[src/rtl/fp_div_round_pack.sv]
`default_nettype none
// ============================================================================
//  Module      : fp_div_round_pack
//  Description : FP divide/sqrt back end. Normalizes the raw quotient/root,
//                rounds to nearest-even, range-checks and packs an IEEE-754
//                word through a 2-stage valid/ready pipeline.
//  Revision    : 1.0 - initial release
// ============================================================================
module fp_div_round_pack #(
    parameter int EXP_W = 8,
    parameter int MAN_W = 23
) (
    input  logic                   clk,
    input  logic                   reset_n,
    input  logic                   in_valid,
    output logic                   in_ready,
    input  logic                   in_sign,
    input  logic [EXP_W+1:0]       in_e_pre,
    input  logic [MAN_W+2:0]       in_q,
    input  logic                   in_sticky,
    input  logic                   in_zero,
    input  logic                   in_inf,
    input  logic                   in_nan,
    output logic                   out_valid,
    input  logic                   out_ready,
    output logic [EXP_W+MAN_W:0]   out_result,
    output logic                   out_ovf,
    output logic                   out_unf,
    output logic                   out_inexact
);

    localparam logic signed [EXP_W+1:0] c_emax = (EXP_W+2)'((1 << EXP_W) - 1);

    // ---------------- handshake ----------------
    logic r_s1_v;
    logic r_s2_v;
    logic w_s1_en;
    logic w_s2_en;

    assign w_s2_en   = !r_s2_v || out_ready;
    assign w_s1_en   = !r_s1_v || w_s2_en;
    assign in_ready  = w_s1_en;
    assign out_valid = r_s2_v;

    // ---------------- stage 1: normalize + round ----------------
    logic             w_norm;
    logic [MAN_W-1:0] w_frac;
    logic             w_g;
    logic             w_r;
    logic             w_inc;
    logic [MAN_W:0]   w_sum;
    logic [EXP_W+1:0] w_e;
    logic             w_inexact;

    assign w_norm    = in_q[MAN_W+2];
    assign w_frac    = w_norm ? in_q[MAN_W+1:2] : in_q[MAN_W:1];
    assign w_g       = w_norm ? in_q[1] : in_q[0];
    assign w_r       = w_norm & in_q[0];
    assign w_inc     = w_g & (w_frac[0] | w_r | in_sticky);
    // A carry out can only come from an all-ones fraction, so the wrapped
    // fraction is already zero and represents the 2.0 -> 1.0 renormalization.
    assign w_sum     = {1'b0, w_frac} + {{MAN_W{1'b0}}, w_inc};
    assign w_e       = in_e_pre - {{(EXP_W+1){1'b0}}, ~w_norm}
                                + {{(EXP_W+1){1'b0}}, w_sum[MAN_W]};
    assign w_inexact = w_g | w_r | in_sticky;

    logic             r_s1_sign;
    logic [EXP_W+1:0] r_s1_e;
    logic [MAN_W-1:0] r_s1_frac;
    logic             r_s1_inexact;
    logic             r_s1_zero;
    logic             r_s1_inf;
    logic             r_s1_nan;

    always_ff @(posedge clk or negedge reset_n) begin
        if (!reset_n) begin
            r_s1_v       <= 1'b0;
            r_s1_sign    <= 1'b0;
            r_s1_e       <= '0;
            r_s1_frac    <= '0;
            r_s1_inexact <= 1'b0;
            r_s1_zero    <= 1'b0;
            r_s1_inf     <= 1'b0;
            r_s1_nan     <= 1'b0;
        end else if (w_s1_en) begin
            r_s1_v <= in_valid;
            if (in_valid) begin
                r_s1_sign    <= in_sign;
                r_s1_e       <= w_e;
                r_s1_frac    <= w_sum[MAN_W-1:0];
                r_s1_inexact <= w_inexact;
                r_s1_zero    <= in_zero;
                r_s1_inf     <= in_inf;
                r_s1_nan     <= in_nan;
            end
        end
    end

    // ---------------- stage 2: range check + pack ----------------
    logic                 w_ovf_rng;
    logic                 w_unf_rng;
    logic [EXP_W+MAN_W:0] w_res;
    logic                 w_ovf;
    logic                 w_unf;
    logic                 w_inx;

    assign w_ovf_rng = $signed(r_s1_e) >= c_emax;
    assign w_unf_rng = r_s1_e[EXP_W+1] || (r_s1_e == '0);

    always_comb begin
        w_res = {r_s1_sign, r_s1_e[EXP_W-1:0], r_s1_frac};
        w_ovf = 1'b0;
        w_unf = 1'b0;
        w_inx = r_s1_inexact;
        if (r_s1_nan) begin
            w_res = {1'b0, {EXP_W{1'b1}}, 1'b1, {(MAN_W-1){1'b0}}};
            w_inx = 1'b0;
        end else if (r_s1_inf) begin
            w_res = {r_s1_sign, {EXP_W{1'b1}}, {MAN_W{1'b0}}};
            w_inx = 1'b0;
        end else if (r_s1_zero) begin
            w_res = {r_s1_sign, {(EXP_W+MAN_W){1'b0}}};
            w_inx = 1'b0;
        end else if (w_ovf_rng) begin
            w_res = {r_s1_sign, {EXP_W{1'b1}}, {MAN_W{1'b0}}};
            w_ovf = 1'b1;
            w_inx = 1'b1;
        end else if (w_unf_rng) begin
            // No subnormal support: anything below the normal range flushes.
            w_res = {r_s1_sign, {(EXP_W+MAN_W){1'b0}}};
            w_unf = 1'b1;
            w_inx = 1'b1;
        end
    end

    always_ff @(posedge clk or negedge reset_n) begin
        if (!reset_n) begin
            r_s2_v      <= 1'b0;
            out_result  <= '0;
            out_ovf     <= 1'b0;
            out_unf     <= 1'b0;
            out_inexact <= 1'b0;
        end else if (w_s2_en) begin
            r_s2_v <= r_s1_v;
            if (r_s1_v) begin
                out_result  <= w_res;
                out_ovf     <= w_ovf;
                out_unf     <= w_unf;
                out_inexact <= w_inx;
            end
        end
    end

endmodule
`default_nettype wire

[config.mk]
export PLATFORM = sky130hd
export DESIGN_NAME = fp_div_round_pack
export DESIGN_NICKNAME = d
export VERILOG_FILES = /design/src/rtl/fp_div_round_pack.sv
export SDC_FILE = /design/constraint.sdc
export NUM_CORES = 1
export LEC_CHECK = 0
export CAP_MARGIN = 10
export CORE_MARGIN = 2
export CORE_UTILIZATION = 47
export CTS_CLUSTER_SIZE = 30
export DETAILED_ROUTE_END_ITERATION = 6
export GPL_ROUTABILITY_DRIVEN = 0
export PLACE_DENSITY = 0.76
export RECOVER_POWER = 100
export SLEW_MARGIN = 10
export SYNTH_ARGS = -nofsm -noshare
export SYNTH_HDL_FRONTEND = slang
export SYNTH_SLANG_ARGS = --single-unit
[constraint.sdc]
create_clock -name clk -period 1.74 [get_ports clk]
set_input_delay 0.348 -clock clk [delete_from_list [all_inputs] [get_ports clk]]
set_output_delay 0.348 -clock clk [all_outputs]
set_load 0.02 [all_outputs]
==> results of run 1 <==
==> power by group through the flow <==
stage,Sequential [uW],Combinational [uW],Clock [uW]
finish,2150,1430,1390
global route,2190,1550,1490
CTS,2140,1400,1410
detailed placement,2180,1310,0
global placement,2170,1270,0
floorplan,2220,601,0
==> cells in the final DEF, fill, tap and decap left out, drive strengths merged, types with 12 or more instances in the layout <==
cell type and n:
nand2 60, xnor2 13, buf 107, nor2 22
inv 18, mux2i 12, dfrtp 75, o21ai 38
a21oi 22, a22o 24, clkdlybuf4s50 54, ha 12
clkbuf 23, xor2 14
==> cell usage after synthesis, types with 3 or more instances <==
cell type	n
nor2_1	22
xor2_1	14
o21ai_1	4
mux2i_1	12
o31ai_1	10
or3_1	3
a211oi_1	3
inv_1	16
a21o_1	3
nand4_1	5
and2_1	6
nor2b_1	7
ha_1	12
buf_1	3
nand3_1	9
dfrtp_1	75
a21oi_1	22
a22o_1	24
o21ai_0	34
clkbuf_1	13
a21boi_0	4
o21a_1	4
nand2_1	60
xnor2_1	13
mux2_2	10
nand2b_1	7
nor3_1	6
==> metal layers <==
layer,vias to the layer above,GRT usage [%],part of all wire [%]
li1,1909,-,-
met1,1945,31.7,42
met2,120,42.8,52
met3,31,4.68,4.3
met4,0,9.80,2.7
met5,-,0,0
==> cell type report <==
| cell class | count | area share, % |
|---|---|---|
| timing repair buffer | 187 | 25.4 |
| sequential | 75 | 29.5 |
| inverter | 17 | 1.12 |
| clock inverter | 6 | 1.14 |
| tap | 108 | 2.13 |
| multi-input combinational | 323 | 38.6 |
| clock buffer | 10 | 2.16 |
==> sequential cells by signal (all words and copies together) (netlist names) <==
name / count
r_s1_inf: 1
r_s1_zero: 1
r_s1_inexact: 1
out_ovf: 1
r_s1_e: 10
r_s1_v: 1
out_unf: 1
out_valid: 1
out_inexact: 1
r_s1_frac: 23
out_result: 32
r_s1_nan: 1
r_s1_sign: 1
==> worst reg2reg max path: stages (launching register included) <==
cell,delay (ps)
dfrtp_1,420
nand3b_1,170
clkbuf_1,160
nand2_1,100
buf_4,180
clkbuf_2,200
o31ai_2,300
==> worst paths after layout <==
kind                                startpoint        endpoint  slack [ps]  cells past startpoint
worst min register to register  out_result[31]  out_result[31]         470                      2
min in group clk                     in_sticky    r_s1_inexact         350                      3
worst min-delay path                   reset_n  out_result[15]         270                      2
worst max register to register          r_s1_v    r_s1_frac[2]         110                      6
max in group asynchronous              reset_n   out_result[7]         810                      2
worst max-delay path                  in_q[25]       r_s1_e[8]       -1590                     21
==> metrics by stage <==
step / hold slack, ps / util (%) / cells / setup TNS [ps]
2_1_floorplan: 52.4 / - / 434 / -35140
3_3_place_gp: 405 / 66.6 / 689 / -48240
3_5_place_dp: 408 / 66.6 / 689 / -52040
4_1_cts: 18.0 / 72.5 / 721 / -12010
5_1_grt: 338 / 72.9 / 726 / -18330
6_report: 271 / 72.9 / 726 / -14490
==> cell families after synthesis <==
logic type               Yosys count
buffers and inverters             36
AO/OA/AOI/OAI                    120
XOR/XNOR                          27
adder cells (fa/ha/maj)           13
flip-flops                        75
AND/OR/NAND/NOR                  140
multiplexers                      23
==> repair_timing <==
| item | CTS | global route |
|---|---|---|
| buffers inserted | 16 | 7 |
| hold buffers | 0 | 0 |
| endpoints found under the setup margin | 34 | 58 |
| pin swaps | 24 | 22 |
| gates resized for setup | 90 | 28 |
| cloned | 1 | 0 |
==> metrics.cfg, run 1 <==
[clocking]
ctsLongestPathBuffers=2
cts_made_buffers=9
clkSinkCount=75
insertion_delay_ps=360
clk_pin_slew_ps=80
ctsHtreeMaxLevel=3
cts_root_buffer=clkbuf_8
cts_tree=yes

[yosys]
synthArstFlopShare_pct=100
synth_area_leader_cell=dfrtp_1
synth_ff_type=dfrtp_1
synth_compound_area_share_pct=19.7
yosys-top-cells-area=dfrtp_1 45%, nand2_1 5.4%, a22o_1 5.0%
yosysTopAreaCellShare_pct=44.6
synth_nets=492
synthMuxAreaShare_pct=5.89
synth_top_family_by_area=compound AO/OA/AOI/OAI gates
ys_warn_count=0
synth_xor_area_share_pct=5.62
syn-cell-area_um2=4210
synth_fa_ha_area_share_pct=4.04
syn_area_per_cell_um2=9.70
ys_seq_area_share_pct=44.6
synth_edf_count=0
yosysUniqueCellTypes=54
synth_cells=434
synth_seq_cells=75
yosys.area_share.simple_pct=16.6

[cells_and_area]
nets=671
drive_gt1_share_pct=31.4
multi_input_area_um2=2450
n_antenna_cell=0
area_delta_synth_final_pct=51.1
nFillCells=600
design_area_um2=6360
regArea_um2=1880

[power]
p_total_uw=4970
power.density_nw_per_um2=781
switching_share_pct=31.6
max-vdd-ir-drop_mv=0.439
power_frac_comb_pct=28.8
clkPwrFrac_pct=27.9
leakagePower_uw=0.00289
pwr-share-seq_pct=43.3
p_int_uw=3400
p_switching_uw=1570

[timing]
period_share_pct=191
slew_violations=0
finalHoldViolCount=0
tightest_slew_ps=1010
slew_headroom_pct=32.9
fmax_mhz=300
period_needed_ps=3330
fin_worst_skew_ps=9.67
timing.final.ws_setup_ps=-1590
setup_violations=25
rsz0062_at_grt=true

[die]
die_height_um=98.6
die_area_um2=9730
num_rows=34
io_pins=82
core_um2=8720
die_x_um=98.6
start_util_pct=48.3

[critical_path]
cp.arrival_ps=3600
crit_family=compound AO/OA/AOI/OAI gates
worstPathMaxFanout=6
crit_buf_inv=4
cp_slowest_stage_delay_ps=340
endpoint_kind=flop
cp_cell_sequence=buf_12 > clkinv_4 > a21oi_2 > a21oi_2 > ha_4 > nand2_4 > a2111oi_4 > nand4_1 > and4bb_1 > nand3_2 > ha_4 > inv_4 > ha_4 > inv_2 > fa_2 > nor2b_1 > o21ai_1 > a21boi_2 > o2111a_1 > o21a_1 > o31ai_1
path_common_cell=ha_4
crit_type=in -> reg
cp.required_ps=2010
start_kind=input pin
critPathSlowestCell=and4bb_1

[routing]
postRouteAntennaNets=0
wirelength_um=12300
vias=4005
wl_per_cell_um=17.0
drc=0
vias_per_cell=5.52
drtIter0Drc=175
drt_pass1_iterations=4

[global_routing]
antenna_found_initial=0
grt_use_total_pct=25.1
grt_pass1_vias=4055
grt_max_degree=76
grt_overflow_total=0
grt_first_pass_wirelength_um=19600

[run_status]
status=finished with violations
violations=negative setup slack

[placed_design]
place_area_um2=5810
io_buffers=81
dp_worst_setup_slack_ps=-2540
dpl.hpwl_um=8450

[job]
maxCapViolCount=0

[min_path]
hp-class=in -> async

No activity file was read; power rests on OpenSTA's default activity.
==> inputs of run 2 (changes only) <==
CORE_ASPECT_RATIO = 1.1   (was default)
==> metrics.cfg, run 2 (same netlist as run 1, synthesis figures left out) <==
[die]
die_x_um=94.2  ; -4.5%
die_height_um=103  ; +4.7%
die_area_um2=9730  ; about the same
core_um2=8780  ; +0.72%
io_pins=82  ; unchanged
start_util_pct=47.9  ; -0.34 points
num_rows=36  ; +5.9%

[clocking]
ctsHtreeMaxLevel=3  ; unchanged
clkSinkCount=75  ; unchanged
cts_made_buffers=9  ; unchanged
cts_tree=yes
cts_root_buffer=clkbuf_8
clk_pin_slew_ps=90  ; about the same
insertion_delay_ps=350  ; about the same
ctsLongestPathBuffers=2  ; unchanged

[critical_path]
r2r_slack_ps=150  ; +40 ps
start_kind=input pin
reg2reg_depth=6  ; unchanged
crit_type=in -> reg
cp.arrival_ps=3640  ; +40 ps
r2r-end=out_result[6]
worstPathMaxFanout=7  ; +1
cp.required_ps=2000  ; about the same
endpoint_kind=flop
timing.rr.start=r_s1_e[8]

[routing]
vias=4085  ; +2.0%
wirelength_um=12500  ; +1.1%
vias_per_cell=5.62  ; +1.9%
drc=0  ; unchanged
drtIter0Drc=193  ; +10%
drt_pass1_iterations=5  ; +1
postRouteAntennaNets=0  ; unchanged
wl_per_cell_um=17.1  ; +1.0%

[timing]
timing.final.ws_setup_ps=-1650  ; -58.7 ps
fin_worst_skew_ps=14.8  ; +5.16 ps
setup_violations=21  ; -16%
hold_ws_ps=438  ; +167 ps
period_share_pct=195  ; +3.4 points
slew_violations=0  ; unchanged
finalHoldViolCount=0  ; unchanged
tightest_slew_ps=747  ; -260 ps
period_needed_ps=3390  ; +58.7 ps
fmax_mhz=295  ; -1.7%
rsz0062_at_grt=true
slew_headroom_pct=50.2  ; +17 points

[cells_and_area]
top_register=out_result
regArea_um2=1880  ; unchanged
n_antenna_cell=0  ; unchanged
nets=666  ; -0.75%
reg.largest.list=out_result x32, r_s1_frac x23, r_s1_e x10
nFillCells=620  ; +3.3%
drive_gt1_share_pct=30.3  ; -1.0 points
mostFrequentLayoutCells=81 x buf_4, 75 x dfrtp_1, 58 x clkdlybuf4s50_1, 55 x nand2_1, 24 x a22o_1
utilization_pct=72.5  ; -0.41 points
area_delta_synth_final_pct=51.3
largest_reg_flops=32  ; unchanged
multi_input_area_um2=2470  ; +0.66%
layout_commonest_cell=buf_4

[run_status]
violations=negative setup slack
status=finished with violations

[power]
power.density_nw_per_um2=764  ; -2.2%
leakagePower_uw=0.00287  ; -0.43%
max-vdd-ir-drop_mv=0.363  ; -17%

[min_path]
hp-class=in -> reg
min-delay-start=in_sticky
hold_depth=3
holdPathEnd=r_s1_inexact

[global_routing]
grt_pass1_vias=3970  ; -2.1%
grt_use_total_pct=24.7  ; -0.36 points
antenna_found_initial=0  ; unchanged
grt_first_pass_wirelength_um=18700  ; -4.4%
grt_overflow_total=0  ; unchanged
grt_max_degree=50  ; -34%

[placed_design]
io_buffers=81  ; unchanged
dpl.hpwl_um=8430  ; -0.23%
dp_worst_setup_slack_ps=-2600  ; -63.3 ps

[job]
maxCapViolCount=0  ; unchanged

[run 2: cell count changes in the layout (fill, tap and decap cells not counted), sizes merged, moves of 2 or more]
cell / delta
buf: -6
dlymetal6s2s: +3
inv: +2
clkdlybuf4s50: +4
clkbuf: -2
dlygate4sd2: -5
[run 2: per-layer routing]
| layer | part of all wire [%] | track usage (%) | wire length [um] | vias to the layer above |
|---|---|---|---|---|
| met5 | 0 | 0 | 0 | - |
| met4 | 3.3 | 8.14 | 407 | 0 |
| met3 | 3.0 | 4.42 | 380 | 44 |
| met2 | 54 | 45.7 | 6710 | 126 |
| met1 | 40 | 29.2 | 4970 | 2022 |
| li1 | - | - | - | 1893 |
[run 2: cell type report]
type / instances / area share [%]
multi-input combinational: 323 / 38.8
sequential: 75 / 29.5
timing repair buffer: 182 / 25.5
tap: 114 / 2.24
clock buffer: 9 / 1.94
inverter: 17 / 1.20
clock inverter: 7 / 0.904
[run 2: timing repair]
item | 4_1_cts | 5_1_grt
setup buffers | 11 | 10
gates resized for setup | 76 | 37
hold buffers | 1 | 0
hold endpoints to repair | 26 | 0
endpoints found under the setup margin | 33 | 51
pin swaps | 29 | 23
[run 2: critical path, stage by stage]
cell	delay, ps
buf_12	120
buf_8	140
nand2b_4	160
a2111oi_4	400
nand4_1	190
and4bb_1	330
nand3_2	100
ha_4	270
inv_2	30
ha_4	150
inv_2	60
fa_2	250
nor2b_4	50
o21ai_2	180
a21boi_2	90
buf_4	140
o21a_1	200
o21a_1	180
o31ai_2	240
[run 2: how the worst max path moves through the flow]
stage,startpoint,to
CTS,in_q[25],r_s1_e[8]
finish,in_q[25],r_s1_e[6]
detailed placement,in_q[25],r_s1_e[8]
global route,in_q[25],r_s1_e[6]
floorplan,in_q[25],r_s1_e[8]
global placement,in_q[25],r_s1_e[8]
[run 2: report_power, final]
group	total [uW]	switching (uW)	internal [uW]	leakage [uW]
Sequential	2150	175	1970	0.000935
Combinational	1460	738	722	0.00185
Clock	1260	719	540	0.0000886
[run 2: through the flow]
stage	area [um^2]	setup TNS (ps)	total power [uW]	std cells
after global placement	5830	-47900	3430	691
after floorplan	4330	-35140	2830	434
final	6370	-15100	4870	727
after CTS	6240	-13360	4800	718
after detailed placement	5830	-51540	3490	691
after global routing	6370	-18680	5110	727
